==> src/rtl/conv_window_scheduler_if.sv <==
// Handshake and buffer-strobe bundle between the convolution window scheduler
// and its surroundings (stream sources, buffers, MAC datapath, OFM consumer).
interface conv_window_scheduler_if #(
  parameter int IFM_W = 7,
  parameter int K     = 3
);
  localparam int N_IFM = IFM_W * IFM_W;
  localparam int N_TAP = K * K;
  localparam int OFM_W = IFM_W - K + 1;
  localparam int AW    = $clog2(N_IFM);
  localparam int WW    = $clog2(N_TAP);
  localparam int OW    = $clog2(OFM_W * OFM_W);

  logic          in_valid;
  logic          weight_valid;
  logic          out_ready;
  logic          ifm_we;
  logic [AW-1:0] ifm_waddr;
  logic          w_we;
  logic [WW-1:0] w_waddr;
  logic [AW-1:0] rd_ifm_addr;
  logic [WW-1:0] rd_w_addr;
  logic          mac_en;
  logic          mac_clr;
  logic          mac_last;
  logic          out_valid;
  logic [OW-1:0] ofm_idx;
  logic          busy;
  logic          done;
  logic          drop;

  // scheduler side
  modport master (
    input  in_valid, weight_valid, out_ready,
    output ifm_we, ifm_waddr, w_we, w_waddr,
           rd_ifm_addr, rd_w_addr, mac_en, mac_clr, mac_last,
           out_valid, ofm_idx, busy, done, drop
  );

  // environment side: sample sources, datapath and OFM consumer
  modport slave (
    output in_valid, weight_valid, out_ready,
    input  ifm_we, ifm_waddr, w_we, w_waddr,
           rd_ifm_addr, rd_w_addr, mac_en, mac_clr, mac_last,
           out_valid, ofm_idx, busy, done, drop
  );
endinterface

==> src/rtl/conv_window_scheduler.sv <==
// Sequencer for the shared 3x3 convolution MAC datapath: loads the IFM and
// weight buffers from two independent streams, then walks every valid output
// position issuing one tap per cycle and presents each result to the consumer.
//
// state | meaning
// ------+-----------------------------------------------------------------
// IDLE  | waiting for the first IFM or weight sample of a frame
// LOAD  | writing IFM / weight samples until both buffers are full
// CALC  | issuing the K*K taps of the current output window
// HOLD  | accumulator holds a finished value, waiting for out_ready
// DONE  | one-cycle frame-complete pulse, counters cleared
module conv_window_scheduler #(
  parameter int IFM_W = 7,
  parameter int K     = 3
) (
  input  logic clk,
  input  logic rst,
  conv_window_scheduler_if.master bus
);
  localparam int OFM_W = IFM_W - K + 1;
  localparam int N_IFM = IFM_W * IFM_W;
  localparam int N_TAP = K * K;
  localparam int AW    = $clog2(N_IFM);
  localparam int WW    = $clog2(N_TAP);
  localparam int OW    = $clog2(OFM_W * OFM_W);
  // load counters must be able to hold the "full" value itself
  localparam int CW    = $clog2(N_IFM + 1);
  localparam int TW    = $clog2(N_TAP + 1);
  localparam int KW    = (K > 1) ? $clog2(K) : 1;
  localparam int RW    = (OFM_W > 1) ? $clog2(OFM_W) : 1;

  localparam logic [CW-1:0] IFM_FULL  = CW'(N_IFM);
  localparam logic [TW-1:0] W_FULL    = TW'(N_TAP);
  localparam logic [WW-1:0] T_LAST    = WW'(N_TAP - 1);
  localparam logic [KW-1:0] K_LAST    = KW'(K - 1);
  localparam logic [RW-1:0] O_LAST    = RW'(OFM_W - 1);
  localparam logic [AW-1:0] ROW_STEP  = AW'(IFM_W);
  localparam logic [OW-1:0] OROW_STEP = OW'(OFM_W);

  typedef enum logic [2:0] {S_IDLE, S_LOAD, S_CALC, S_HOLD, S_DONE} state_t;

  state_t        state, state_n;
  logic [CW-1:0] ifm_cnt, ifm_cnt_n;
  logic [TW-1:0] w_cnt, w_cnt_n;
  logic [WW-1:0] t, t_n;
  logic [KW-1:0] tr, tr_n, tc, tc_n;
  logic [RW-1:0] orow, orow_n, ocol, ocol_n;

  logic          loading;
  logic          ifm_wr;
  logic          w_wr;

  logic [AW-1:0] rd_ifm_addr_q, rd_ifm_addr_n;
  logic [WW-1:0] rd_w_addr_q, rd_w_addr_n;
  logic          mac_en_q, mac_en_n;
  logic          mac_clr_q, mac_clr_n;
  logic          mac_last_q, mac_last_n;
  logic          out_valid_q, out_valid_n;
  logic [OW-1:0] ofm_idx_q, ofm_idx_n;
  logic          busy_q, busy_n;
  logic          done_q, done_n;
  logic          drop_q, drop_n;

  // Write path: the only combinational input-to-output route; gated off in reset.
  always_comb begin
    loading = (state == S_IDLE) || (state == S_LOAD);
    ifm_wr  = !rst && loading && bus.in_valid     && (ifm_cnt < IFM_FULL);
    w_wr    = !rst && loading && bus.weight_valid && (w_cnt < W_FULL);
    drop_n  = (bus.in_valid && !ifm_wr) || (bus.weight_valid && !w_wr);
  end

  assign bus.ifm_we    = ifm_wr;
  assign bus.ifm_waddr = ifm_cnt[AW-1:0];
  assign bus.w_we      = w_wr;
  assign bus.w_waddr   = w_cnt[WW-1:0];

  // Next-state and counter update.
  always_comb begin
    state_n   = state;
    ifm_cnt_n = ifm_cnt + CW'(ifm_wr);
    w_cnt_n   = w_cnt + TW'(w_wr);
    t_n       = t;
    tr_n      = tr;
    tc_n      = tc;
    orow_n    = orow;
    ocol_n    = ocol;
    case (state)
      S_IDLE: begin
        if (bus.in_valid || bus.weight_valid) state_n = S_LOAD;
      end
      S_LOAD: begin
        // decided on post-write counts so the first tap follows the last write
        if ((ifm_cnt_n == IFM_FULL) && (w_cnt_n == W_FULL)) begin
          state_n = S_CALC;
          t_n     = '0;
          tr_n    = '0;
          tc_n    = '0;
        end
      end
      S_CALC: begin
        if (t == T_LAST) begin
          state_n = S_HOLD;
        end else begin
          t_n = t + WW'(1);
          if (tc == K_LAST) begin
            tc_n = '0;
            tr_n = tr + KW'(1);
          end else begin
            tc_n = tc + KW'(1);
          end
        end
      end
      S_HOLD: begin
        if (bus.out_ready) begin
          if ((orow == O_LAST) && (ocol == O_LAST)) begin
            state_n = S_DONE;
          end else begin
            state_n = S_CALC;
            t_n     = '0;
            tr_n    = '0;
            tc_n    = '0;
            if (ocol == O_LAST) begin
              ocol_n = '0;
              orow_n = orow + RW'(1);
            end else begin
              ocol_n = ocol + RW'(1);
            end
          end
        end
      end
      S_DONE: begin
        state_n   = S_IDLE;
        ifm_cnt_n = '0;
        w_cnt_n   = '0;
        t_n       = '0;
        tr_n      = '0;
        tc_n      = '0;
        orow_n    = '0;
        ocol_n    = '0;
      end
      default: state_n = S_IDLE;
    endcase
  end

  // Output values decoded from the next state so every output is a flop.
  always_comb begin
    rd_ifm_addr_n = '0;
    rd_w_addr_n   = '0;
    mac_en_n      = 1'b0;
    mac_clr_n     = 1'b0;
    mac_last_n    = 1'b0;
    out_valid_n   = 1'b0;
    ofm_idx_n     = '0;
    busy_n        = state_n inside {S_LOAD, S_CALC, S_HOLD};
    done_n        = (state_n == S_DONE);
    if (state_n == S_CALC) begin
      rd_ifm_addr_n = AW'(orow_n) * ROW_STEP + AW'(ocol_n)
                    + AW'(tr_n) * ROW_STEP + AW'(tc_n);
      rd_w_addr_n   = t_n;
      mac_en_n      = 1'b1;
      mac_clr_n     = (t_n == '0);
      mac_last_n    = (t_n == T_LAST);
    end
    if (state_n == S_HOLD) begin
      out_valid_n = 1'b1;
      ofm_idx_n   = OW'(orow_n) * OROW_STEP + OW'(ocol_n);
    end
  end

  // State and counter registers.
  always_ff @(posedge clk or posedge rst) begin
    if (rst) begin
      state   <= S_IDLE;
      ifm_cnt <= '0;
      w_cnt   <= '0;
      t       <= '0;
      tr      <= '0;
      tc      <= '0;
      orow    <= '0;
      ocol    <= '0;
    end else begin
      state   <= state_n;
      ifm_cnt <= ifm_cnt_n;
      w_cnt   <= w_cnt_n;
      t       <= t_n;
      tr      <= tr_n;
      tc      <= tc_n;
      orow    <= orow_n;
      ocol    <= ocol_n;
    end
  end

  // Registered (Moore) outputs.
  always_ff @(posedge clk or posedge rst) begin
    if (rst) begin
      rd_ifm_addr_q <= '0;
      rd_w_addr_q   <= '0;
      mac_en_q      <= 1'b0;
      mac_clr_q     <= 1'b0;
      mac_last_q    <= 1'b0;
      out_valid_q   <= 1'b0;
      ofm_idx_q     <= '0;
      busy_q        <= 1'b0;
      done_q        <= 1'b0;
      drop_q        <= 1'b0;
    end else begin
      rd_ifm_addr_q <= rd_ifm_addr_n;
      rd_w_addr_q   <= rd_w_addr_n;
      mac_en_q      <= mac_en_n;
      mac_clr_q     <= mac_clr_n;
      mac_last_q    <= mac_last_n;
      out_valid_q   <= out_valid_n;
      ofm_idx_q     <= ofm_idx_n;
      busy_q        <= busy_n;
      done_q        <= done_n;
      drop_q        <= drop_n;
    end
  end

  assign bus.rd_ifm_addr = rd_ifm_addr_q;
  assign bus.rd_w_addr   = rd_w_addr_q;
  assign bus.mac_en      = mac_en_q;
  assign bus.mac_clr     = mac_clr_q;
  assign bus.mac_last    = mac_last_q;
  assign bus.out_valid   = out_valid_q;
  assign bus.ofm_idx     = ofm_idx_q;
  assign bus.busy        = busy_q;
  assign bus.done        = done_q;
  assign bus.drop        = drop_q;
endmodule
==> src/flat_wrapper.sv <==
// flat-port wrapper written by rule: the top's interface ports become plain ports
module conv_window_scheduler_flat 
#(
  parameter int IFM_W = 7,
  parameter int K     = 3
)
  (clk, rst, bus_in_valid, bus_weight_valid, bus_out_ready, bus_ifm_we, bus_ifm_waddr, bus_w_we, bus_w_waddr, bus_rd_ifm_addr, bus_rd_w_addr, bus_mac_en, bus_mac_clr, bus_mac_last, bus_out_valid, bus_ofm_idx, bus_busy, bus_done, bus_drop);
  conv_window_scheduler_if #(.IFM_W(IFM_W), .K(K)) bus_i ();
  input  logic clk;
  input  logic rst;
  input wire logic [$bits(bus_i.in_valid)-1:0] bus_in_valid;
  input wire logic [$bits(bus_i.weight_valid)-1:0] bus_weight_valid;
  input wire logic [$bits(bus_i.out_ready)-1:0] bus_out_ready;
  output wire logic [$bits(bus_i.ifm_we)-1:0] bus_ifm_we;
  output wire logic [$bits(bus_i.ifm_waddr)-1:0] bus_ifm_waddr;
  output wire logic [$bits(bus_i.w_we)-1:0] bus_w_we;
  output wire logic [$bits(bus_i.w_waddr)-1:0] bus_w_waddr;
  output wire logic [$bits(bus_i.rd_ifm_addr)-1:0] bus_rd_ifm_addr;
  output wire logic [$bits(bus_i.rd_w_addr)-1:0] bus_rd_w_addr;
  output wire logic [$bits(bus_i.mac_en)-1:0] bus_mac_en;
  output wire logic [$bits(bus_i.mac_clr)-1:0] bus_mac_clr;
  output wire logic [$bits(bus_i.mac_last)-1:0] bus_mac_last;
  output wire logic [$bits(bus_i.out_valid)-1:0] bus_out_valid;
  output wire logic [$bits(bus_i.ofm_idx)-1:0] bus_ofm_idx;
  output wire logic [$bits(bus_i.busy)-1:0] bus_busy;
  output wire logic [$bits(bus_i.done)-1:0] bus_done;
  output wire logic [$bits(bus_i.drop)-1:0] bus_drop;
  assign bus_i.in_valid = bus_in_valid;
  assign bus_i.weight_valid = bus_weight_valid;
  assign bus_i.out_ready = bus_out_ready;
  assign bus_ifm_we = bus_i.ifm_we;
  assign bus_ifm_waddr = bus_i.ifm_waddr;
  assign bus_w_we = bus_i.w_we;
  assign bus_w_waddr = bus_i.w_waddr;
  assign bus_rd_ifm_addr = bus_i.rd_ifm_addr;
  assign bus_rd_w_addr = bus_i.rd_w_addr;
  assign bus_mac_en = bus_i.mac_en;
  assign bus_mac_clr = bus_i.mac_clr;
  assign bus_mac_last = bus_i.mac_last;
  assign bus_out_valid = bus_i.out_valid;
  assign bus_ofm_idx = bus_i.ofm_idx;
  assign bus_busy = bus_i.busy;
  assign bus_done = bus_i.done;
  assign bus_drop = bus_i.drop;
  conv_window_scheduler #(.IFM_W(IFM_W), .K(K)) u_core (.clk(clk), .rst(rst), .bus(bus_i));
endmodule
==> config.mk <==
export PLATFORM = sky130hd
export DESIGN_NAME = conv_window_scheduler_flat
export DESIGN_NICKNAME = d
export VERILOG_FILES = /design/src/rtl/conv_window_scheduler_if.sv /design/src/rtl/conv_window_scheduler.sv /design/src/flat_wrapper.sv
export SDC_FILE = /design/constraint.sdc
export NUM_CORES = 1
export LEC_CHECK = 0
export CAP_MARGIN = 20
export CORE_ASPECT_RATIO = 1.75
export CORE_MARGIN = 2
export CORE_UTILIZATION = 55
export DETAILED_ROUTE_END_ITERATION = 16
export PLACE_DENSITY_LB_ADDON = 0.05
export SLEW_MARGIN = 40
export SYNTH_ARGS = -nofsm -noshare
export SYNTH_HDL_FRONTEND = slang
export SYNTH_SLANG_ARGS = --single-unit
export TNS_END_PERCENT = 20
==> constraint.sdc <==
create_clock -name clk -period 7.1 [get_ports clk]
set_clock_uncertainty 0.1 [all_clocks]
set_input_delay 1.065 -clock clk [delete_from_list [all_inputs] [get_ports clk]]
set_output_delay 1.065 -clock clk [all_outputs]
set_load 0.05 [all_outputs]
==> results of run 1 <==
## per-layer routing
| layer | part of all wire | track usage | wire length [µm] | vias up |
|---|---|---|---|---|
| met5 | 0 | 0 | 0 | - |
| met4 | 0.025 | 0.09365 | 159 | 0 |
| met2 | 0.57 | 0.4260 | 3610 | 43 |
| met1 | 0.38 | 0.2461 | 2410 | 1121 |
| li1 | - | - | - | 1085 |
| met3 | 0.024 | 0.03513 | 149 | 13 |
## flip-flops by register name, indices dropped and copies added (netlist names)
signal	cells
u_core.bus.ifm_waddr	6
u_core.bus.rd_ifm_addr	6
u_core.bus.ofm_idx	5
u_core.bus.rd_w_addr	4
u_core.bus.w_waddr	4
u_core.t	4
u_core.ocol	3
u_core.orow	3
u_core.state	3
u_core.tc	2
u_core.tr	2
u_core.bus.busy	1
u_core.bus.done	1
u_core.bus.drop	1
u_core.bus.mac_clr	1
u_core.bus.mac_en	1
u_core.bus.mac_last	1
u_core.bus.out_valid	1
## synthesized netlist by cell type (6+ instances only)
| master | instances |
|---|---|
| nor2b_1 | 7 |
| nor2_1 | 25 |
| xor2_1 | 6 |
| a21o_1 | 6 |
| nand2_1 | 18 |
| ha_1 | 26 |
| xnor2_1 | 9 |
| inv_1 | 36 |
| a21oi_1 | 11 |
| and2_1 | 6 |
| dfrtp_1 | 49 |
| fa_1 | 13 |
| o21ai_0 | 6 |
## stage by stage
step                      utilization  setup slack (ps)  hold WS (ps)  std cells  instance area (µm²)
after global placement         0.6421             732.7         421.0        404                 3528
after detailed placement       0.6425             620.3         436.2        404                 3531
final                          0.6687             919.5         464.3        412                 3675
after global routing           0.6687             541.9         470.1        412                 3675
after CTS                      0.6676             937.8         452.3        412                 3669
after floorplan                     -              1111         389.6        296                 3083
## final timing paths
check | cells past startpoint | end
worst max-delay path | 22 | u_core.bus.rd_ifm_addr[5]$_DFF_PP0_
worst min-delay path | 1 | u_core.tc[0]$_DFF_PP0_
worst max register to register | 21 | u_core.bus.rd_ifm_addr[5]$_DFF_PP0_
worst min register to register | 1 | u_core.tc[0]$_DFF_PP0_
max in group asynchronous | 2 | u_core.bus.mac_en$_DFF_PP0_
min in group asynchronous | 2 | u_core.state[1]$_DFF_PP0_
## where the power goes
part / total [µW] / switching [µW] / internal (µW)
registers: 371 / 53.3 / 317
clock network: 240 / 97.9 / 142
logic: 397 / 243 / 154
## layout make-up
type / count / area [µm²] / share of cell area
clock inverter: 3 / 68.82 / 0.01873
multi-input combinational: 205 / 1698 / 0.4620
timing repair buffer: 38 / 380.4 / 0.1035
inverter: 36 / 137.6 / 0.03745
clock buffer: 5 / 68.82 / 0.01873
tap: 76 / 95.09 / 0.02588
sequential: 49 / 1226 / 0.3337
## logic make-up (layout without fill, tap and decap cells)
kind of cell,after synthesis,after routing
AO/OA/AOI/OAI,58,58
XOR/XNOR,15,15
adder cells (fa/ha/maj),39,39
buffers and inverters,42,82
flip-flops,49,49
multiplexers,1,1
AND/OR/NAND/NOR,92,92
==> results_dict.tcl, run 1 <==
set metrics [dict create \
    crit_path_max_incr_delay_ps 530 \
    ys_types 61 \
    powerDensity_nw_per_um2 274.0 \
    fin_crit_sh 0.8705 \
    grt_start_max_net_pins 50 \
    syn_nets 340 \
    synthToLayoutAreaGrowth_pct 19.20 \
    insertion_delay_ps 310 \
    gr-total-overflow 0 \
    diodes 0 \
    drive_gt1_frac 0.07143 \
    timing.rr.start "u_core.state[2]$_DFF_PP0_" \
    clockRootBuffer "clkbuf_8" \
    p_leak_uw 0.001730 \
    layout_commonest_cell "dfrtp_1" \
    regToRegSetupSlack_ps 1450 \
    syn_inst 296 \
    cts_buffer_depth 2 \
    synthFlopType "dfrtp_1" \
    synth_edf_count 0 \
    cts_made_buffers 5 \
    drtAntennaViolNets 0 \
    max-vdd-ir-drop_mv 0.1791 \
    synth_top_family_by_area "adder cells" \
    drt_iter0_markers 90 \
    io_buffers 38 \
    critical_path_class "input port to register" \
    rsz0062_at_grt "false" \
    crit_top_cell "ha_1" \
    min_path_type "register to register" \
    route.vias.total 2262 \
    io-pin-count 39 \
    synthAdderAreaFrac 0.1899 \
    htree_num_levels 2 \
    routed_via_density 5.490 \
    post-route-drc-count 0 \
    ctsHoldBuffers 0 \
    final_nets 379 \
    finalMaxSlewViolations 0 \
    hold_path.startpoint "u_core.tc[0]$_DFF_PP0_" \
    post-cts-setup-buffers 0 \
    synth_top_area_frac 0.3977 \
    p_total_uw 1007 \
    synth_area_leader_cell "dfrtp_1" \
    avgSynthCellArea_um2 10.42 \
    worst_path_max_delay_cell "fa_1" \
    grt_pass1_vias 2310 \
    required_ps 7190 \
    worstPathMaxFanout 10 \
    finalHoldViolCount 0 \
    grtUsageTotal 0.2285 \
    fin_setup_tns_ps 0 \
    worst_pin_slew_ps 677.8 \
    crit_buf_inv 4 \
    chipWidth_um 60.60 \
    arrival_ps 6270 \
    crit_start "rst" \
    grt_pass1_wl_um 10550 \
    ys_ff_latch 49 \
    routed_wirelength_um 6329 \
    clock.fmax_mhz 161.8 \
    dieArea_um2 6244 \
    die_height_um 103.0 \
    cts_resized 0 \
    antenna_found_initial 0 \
    synth_area_leaders "dfrtp_1, ha_1, fa_1" \
    setup_viol 0 \
    fillCellCount 472 \
    firstDrtPassIters 5 \
    yosysSeqAreaShare 0.3977 \
    num_rows 36 \
    netlist_area_um2 3083 \
    async_reset_ff_frac 1.000 \
    cp-start-kind "input port" \
    synth-simple-area-share 0.1664 \
    dpl.hpwl_um 4955 \
    synth_compound_area_frac 0.1449 \
    coreArea_um2 5495 \
    final_cell_mix "dfrtp_1, clkdlybuf4s50_1, inv_1, ha_1, nor2_1" \
    cts_tree "built" \
    maxCapViolations 0 \
    period_minus_slack_ps 6180 \
    synth.area.mux_share 0.003247 \
    end_kind "register" \
    max_slew_margin 0.5443 \
    yosys_warnings 0 \
    path_delay_family "adder cells" \
    clk_pin_slew_ps 90 \
    synthXorXnorAreaFrac 0.04261 \
    cts.sinks 49 \
    gp_congestion 0.8587 \
    critical_path.cell_chain "clkdlybuf4s50_1 -> nor3_1 -> o211a_1 -> ha_1 -> ha_1 -> nor4bb_1 -> o211ai_1 -> a211oi_4 -> or2_1 -> a31o_1 -> fa_1 -> inv_1 -> ha_1 -> inv_1 -> fa_1 -> inv_1 -> ha_1 -> fa_1 -> a21o_1 -> a21oi_1 -> xor2_1 -> nor2_1" \
    start_util 0.5610 \
    wl_per_cell_um 15.36 \
    status "finished, final reports clean" \
]
Power figures use the tool's default switching activity.
==> inputs of run 2 (changes only) <==
CORE_UTILIZATION = 50   (was 55)
CTS_CLUSTER_DIAMETER = 150   (was unset)
clock period = 5.3 ns   (was 7.1 ns; I/O delays follow)
==> results_dict.tcl, run 2 (synthesis gave the netlist of run 1 again) <==
set metrics [dict create \
    drt_iter0_markers 109 \
    final_nets 409 \
    cts_buffer_depth 2 \
    period_minus_slack_ps 5036 \
    cts.sinks 49 \
    routed_wirelength_um 6640 \
    critical_path_class "input port to register" \
    diodes 0 \
    coreArea_um2 5926 \
    powerDensity_nw_per_um2 339.6 \
    route.vias.total 2391 \
    clk_pin_slew_ps 90 \
    cts_made_buffers 5 \
    end_kind "register" \
    final_area_um2 3983 \
    routed_via_density 5.385 \
    grtUsageTotal 0.2192 \
    grt_start_max_net_pins 50 \
    num_rows 37 \
    fin_crit_sh 0.9502 \
    gp_congestion 0.8214 \
    worst_path_max_delay_cell "fa_1" \
    antenna_found_initial 0 \
    regToRegSetupSlack_ps 310 \
    clock.fmax_mhz 198.6 \
    insertion_delay_ps 300 \
    layout_commonest_cell "dfrtp_1" \
    p_leak_uw 0.001867 \
    setup_viol 0 \
    grt_pass1_wl_um 11610 \
    status "finished, final reports clean" \
    max_slew_margin 0.5986 \
    io_buffers 38 \
    firstDrtPassIters 4 \
    io-pin-count 39 \
    drtAntennaViolNets 0 \
    placed_area_um2 3820 \
    final_util 0.6721 \
    critical_path.cell_chain "buf_2 -> nor3_4 -> and3_4 -> ha_4 -> ha_4 -> nor4bb_4 -> o211ai_1 -> a211oi_4 -> o21ai_2 -> a211o_1 -> ha_4 -> ha_1 -> inv_1 -> fa_1 -> inv_1 -> ha_2 -> fa_2 -> a21o_1 -> a21oi_2 -> xor2_1 -> nor2_1" \
    p_total_uw 1352 \
    drive_gt1_frac 0.2240 \
    ctsHoldBuffers 0 \
    htree_num_levels 2 \
    worstPathMaxFanout 3 \
    cp-start-kind "input port" \
    post-route-drc-count 0 \
    maxCapViolations 0 \
    final_cell_mix "dfrtp_1, clkdlybuf4s50_1, inv_1, buf_4, nor2_1" \
    gr-total-overflow 0 \
    min_path_type "register to register" \
    chipWidth_um 63.36 \
    grt_pass1_vias 2548 \
    fillCellCount 518 \
    dpl.hpwl_um 5349 \
    crit_top_cell "ha_4" \
    start_util 0.5203 \
    worst_pin_slew_ps 602.0 \
    wl_per_cell_um 14.95 \
    die_height_um 107.9 \
    dieArea_um2 6835 \
    arrival_ps 5120 \
    crit_path_max_incr_delay_ps 520 \
    fin_setup_tns_ps 0 \
    finalMaxSlewViolations 0 \
    required_ps 5380 \
    finalHoldViolCount 0 \
    cts_tree "built" \
    max-vdd-ir-drop_mv 0.2246 \
    clockRootBuffer "clkbuf_8" \
    synthToLayoutAreaGrowth_pct 29.18 \
]
## run 2: cell count changes in the layout (fill, tap and decap cells not counted), sizes merged
cell and change:
inv -1, clkinv +2, clkdlybuf4s50 -3, bufinv -2
clkinvlp +1, dlymetal6s2s +2, buf +31
## run 2: area by class of cell
cell class,instances,area (µm²),area share
Sequential cell,49,1234,0.3098
Multi-Input combinational cell,205,1822,0.4574
Clock buffer,5,68.82,0.01728
Inverter,36,137.6,0.03456
Tap cell,78,97.59,0.02451
Timing Repair Buffer,68,605.6,0.1521
Clock inverter,3,17.52,0.004398
## run 2: final timing paths
kind,start,end,depth (start not counted)
worst max-delay path,rst,u_core.bus.rd_ifm_addr[5]$_DFF_PP0_,21
worst min-delay path,u_core.tc[1]$_DFF_PP0_,u_core.tc[1]$_DFF_PP0_,1
worst max register to register,u_core.bus.w_waddr[1]$_DFF_PP0_,u_core.bus.rd_ifm_addr[5]$_DFF_PP0_,20
worst min register to register,u_core.tc[1]$_DFF_PP0_,u_core.tc[1]$_DFF_PP0_,1
max in group asynchronous,rst,u_core.bus.ifm_waddr[2]$_DFF_PP0_,2
min in group asynchronous,rst,u_core.tc[1]$_DFF_PP0_,2
## run 2: metal layers
layer | track usage | share of wire | vias up
met5 | 0 | 0 | -
met4 | 0.1040 | 0.029 | 0
met3 | 0.03243 | 0.023 | 13
met2 | 0.4233 | 0.58 | 44
met1 | 0.2244 | 0.37 | 1190
li1 | - | - | 1144
## run 2: repair_timing
| action | in CTS | in global routing |
|---|---|---|
| resized for setup | 8 | 15 |
| setup buffers | 0 | 1 |
| endpoints found under the setup margin | 4 | 4 |
| pin swaps | 4 | 24 |
## run 2: power breakdown
group / total (µW) / switching, µW / internal [µW]
sequential: 500 / 70.9 / 429
clock: 215 / 123 / 91.2
combinational: 638 / 359 / 279
total: 1350 / 553 / 799
## run 2: critical path, delay by kind of cell
family          cells  cell delay, ps
buf+inv             3             230
simple gates        4             740
fa+ha+maj           7            1950
compound gates      6            1250
xor+xnor            1             140
## run 2: stage by stage
step / instances / hold slack (ps) / worst slack, ps
final: 444 / 447.1 / 263.7
after floorplan: 296 / 389.6 / 0.2340
after global placement: 435 / 420.6 / -462.2
after CTS: 443 / 450.3 / 3.792
after detailed placement: 435 / 436.3 / -636.8
after global routing: 444 / 504.8 / -0.7812
==> inputs of run 3 (changes only) <==
CORE_UTILIZATION = 30   (was 50)
==> results_dict.tcl, run 3 (synthesis gave the netlist of run 1 again) <==
set metrics [dict create \
    firstDrtPassIters 4 \
    fin_hold_ws_ps 449.0 \
    max_slew_margin 0.5555 \
    cts.sinks 49 \
    worst_slack_ps 273.5 \
    htree_num_levels 2 \
    place_ws_ps -509.8 \
    finalMaxSlewViolations 0 \
    gp_congestion 0.8063 \
    cts_made_buffers 5 \
    min_path_type "register to register" \
    die_height_um 138.1 \
    ctsHoldBuffers 0 \
    grt_start_max_net_pins 50 \
    fin_crit_sh 0.9484 \
    diodes 0 \
    powerDensity_nw_per_um2 357.5 \
    drt_iter0_markers 85 \
    placedCellCount 492 \
    cts_buffer_depth 2 \
    status "finished, final reports clean" \
    p_total_uw 1484 \
    grt_pass1_vias 2513 \
    end_kind "register" \
    clockRootBuffer "clkbuf_16" \
    antenna_found_initial 0 \
    grt_pass1_wl_um 12870 \
    setup_viol 0 \
    fin_cells 501 \
    cp-start-kind "input port" \
    io_buffers 38 \
    critical_path_class "input port to register" \
    io-pin-count 39 \
    post-route-drc-count 0 \
    period_minus_slack_ps 5026 \
    grtUsageTotal 0.1532 \
    gr-total-overflow 0 \
    clock.fmax_mhz 198.9 \
    whs_path_depth 1 \
    num_rows 49 \
    register_area_um2 1234 \
    multiInputGateArea_um2 1826 \
    start_util 0.3048 \
    chipWidth_um 80.63 \
    rsz0062_at_grt "true" \
    clk_pin_slew_ps 70 \
    layout_commonest_cell "dfrtp_1" \
    dieArea_um2 11140 \
    max-vdd-ir-drop_mv 0.2438 \
    worst_pin_slew_ps 666.7 \
    coreArea_um2 10120 \
    reg2reg_depth 20 \
    arrival_ps 5090 \
    insertion_delay_ps 290 \
    routed_via_density 4.832 \
    routed_wirelength_um 7797 \
    dpl.hpwl_um 6067 \
    maxCapViolations 0 \
    drive_gt1_frac 0.2380 \
    wl_per_cell_um 15.56 \
    final_cell_mix "dfrtp_1, buf_4, clkdlybuf4s50_1, inv_1, nor2_1" \
    worstPathMaxFanout 3 \
    finalHoldViolCount 0 \
    cts_tree "built" \
    drtAntennaViolNets 0 \
    required_ps 5360 \
    p_leak_uw 0.001912 \
    synthToLayoutAreaGrowth_pct 34.62 \
    final_nets 417 \
    fillCellCount 1019 \
    route.vias.total 2421 \
]
[run 3: cell types whose count changed in the layout (fill, tap and decap cells not counted), moves of 2 or more]
cell,change
buf_4,+8
clkbuf_8,-5
clkbuf_16,+5
dlymetal6s2s_1,-2
dlygate4sd2_1,+2
[run 3: timing repair]
item / in CTS / in global routing
endpoints found under the setup margin: 4 / 3
gates resized for setup: 7 / 14
gates cloned: 0 / 0
pin swaps: 5 / 20
buffers inserted: 0 / 1
[run 3: final timing paths]
check                                                   from                             endpoint  slack, ps
max reg2reg                u_core.bus.ifm_waddr[3]$_DFF_PP0_  u_core.bus.rd_ifm_addr[5]$_DFF_PP0_        360
min reg2reg                           u_core.tc[0]$_DFF_PP0_               u_core.tc[0]$_DFF_PP0_        450
min                                   u_core.tc[0]$_DFF_PP0_               u_core.tc[0]$_DFF_PP0_        450
max in group asynchronous                                rst    u_core.bus.ifm_waddr[5]$_DFF_PP0_       4010
max                                                      rst  u_core.bus.rd_ifm_addr[5]$_DFF_PP0_        270
min in group asynchronous                                rst    u_core.bus.ifm_waddr[1]$_DFF_PP0_        620
[run 3: stage by stage]
stage,utilization,cell area (µm²),setup TNS (ps)
floorplan,-,3158,0
global placement,0.3894,3939,-1628
detailed placement,0.3894,3939,-1726
CTS,0.4042,4089,0
global route,0.4103,4150,-12.50
finish,0.4103,4150,0
[run 3: cell type report]
cell class | instances | share of cell area
tap | 127 | 0.03829
multi-input combinational | 205 | 0.4399
timing repair buffer | 76 | 0.1586
sequential | 49 | 0.2973
inverter | 36 | 0.03256
clock inverter | 2 | 0.002412
clock buffer | 6 | 0.03105
[run 3: power by group]
| group | switching (µW) | total [µW] | internal (µW) |
|---|---|---|---|
| clock network | 144 | 318 | 174 |
| registers | 53.8 | 483 | 429 |
| logic | 384 | 682 | 298 |
[run 3: worst max-delay path, stage by stage]
cell	delay (ps)
clkbuf_2	120
nor3_4	200
o211a_4	200
ha_4	130
ha_2	260
nor4bb_1	260
o211ai_1	170
a211oi_4	310
o21ai_2	120
a211o_1	340
ha_4	230
ha_1	270
inv_1	50
fa_1	530
inv_1	60
ha_4	160
fa_2	380
a21o_1	170
a21oi_2	130
xor2_1	150
nor2_1	50
[run 3: per-layer routing]
metal / share of wire / vias up / track usage
li1: - / 1167 / -
met1: 0.37 / 1202 / 0.1653
met2: 0.57 / 39 / 0.2890
met3: 0.022 / 13 / 0.01893
met4: 0.038 / 0 / 0.06334
met5: 0 / - / 0
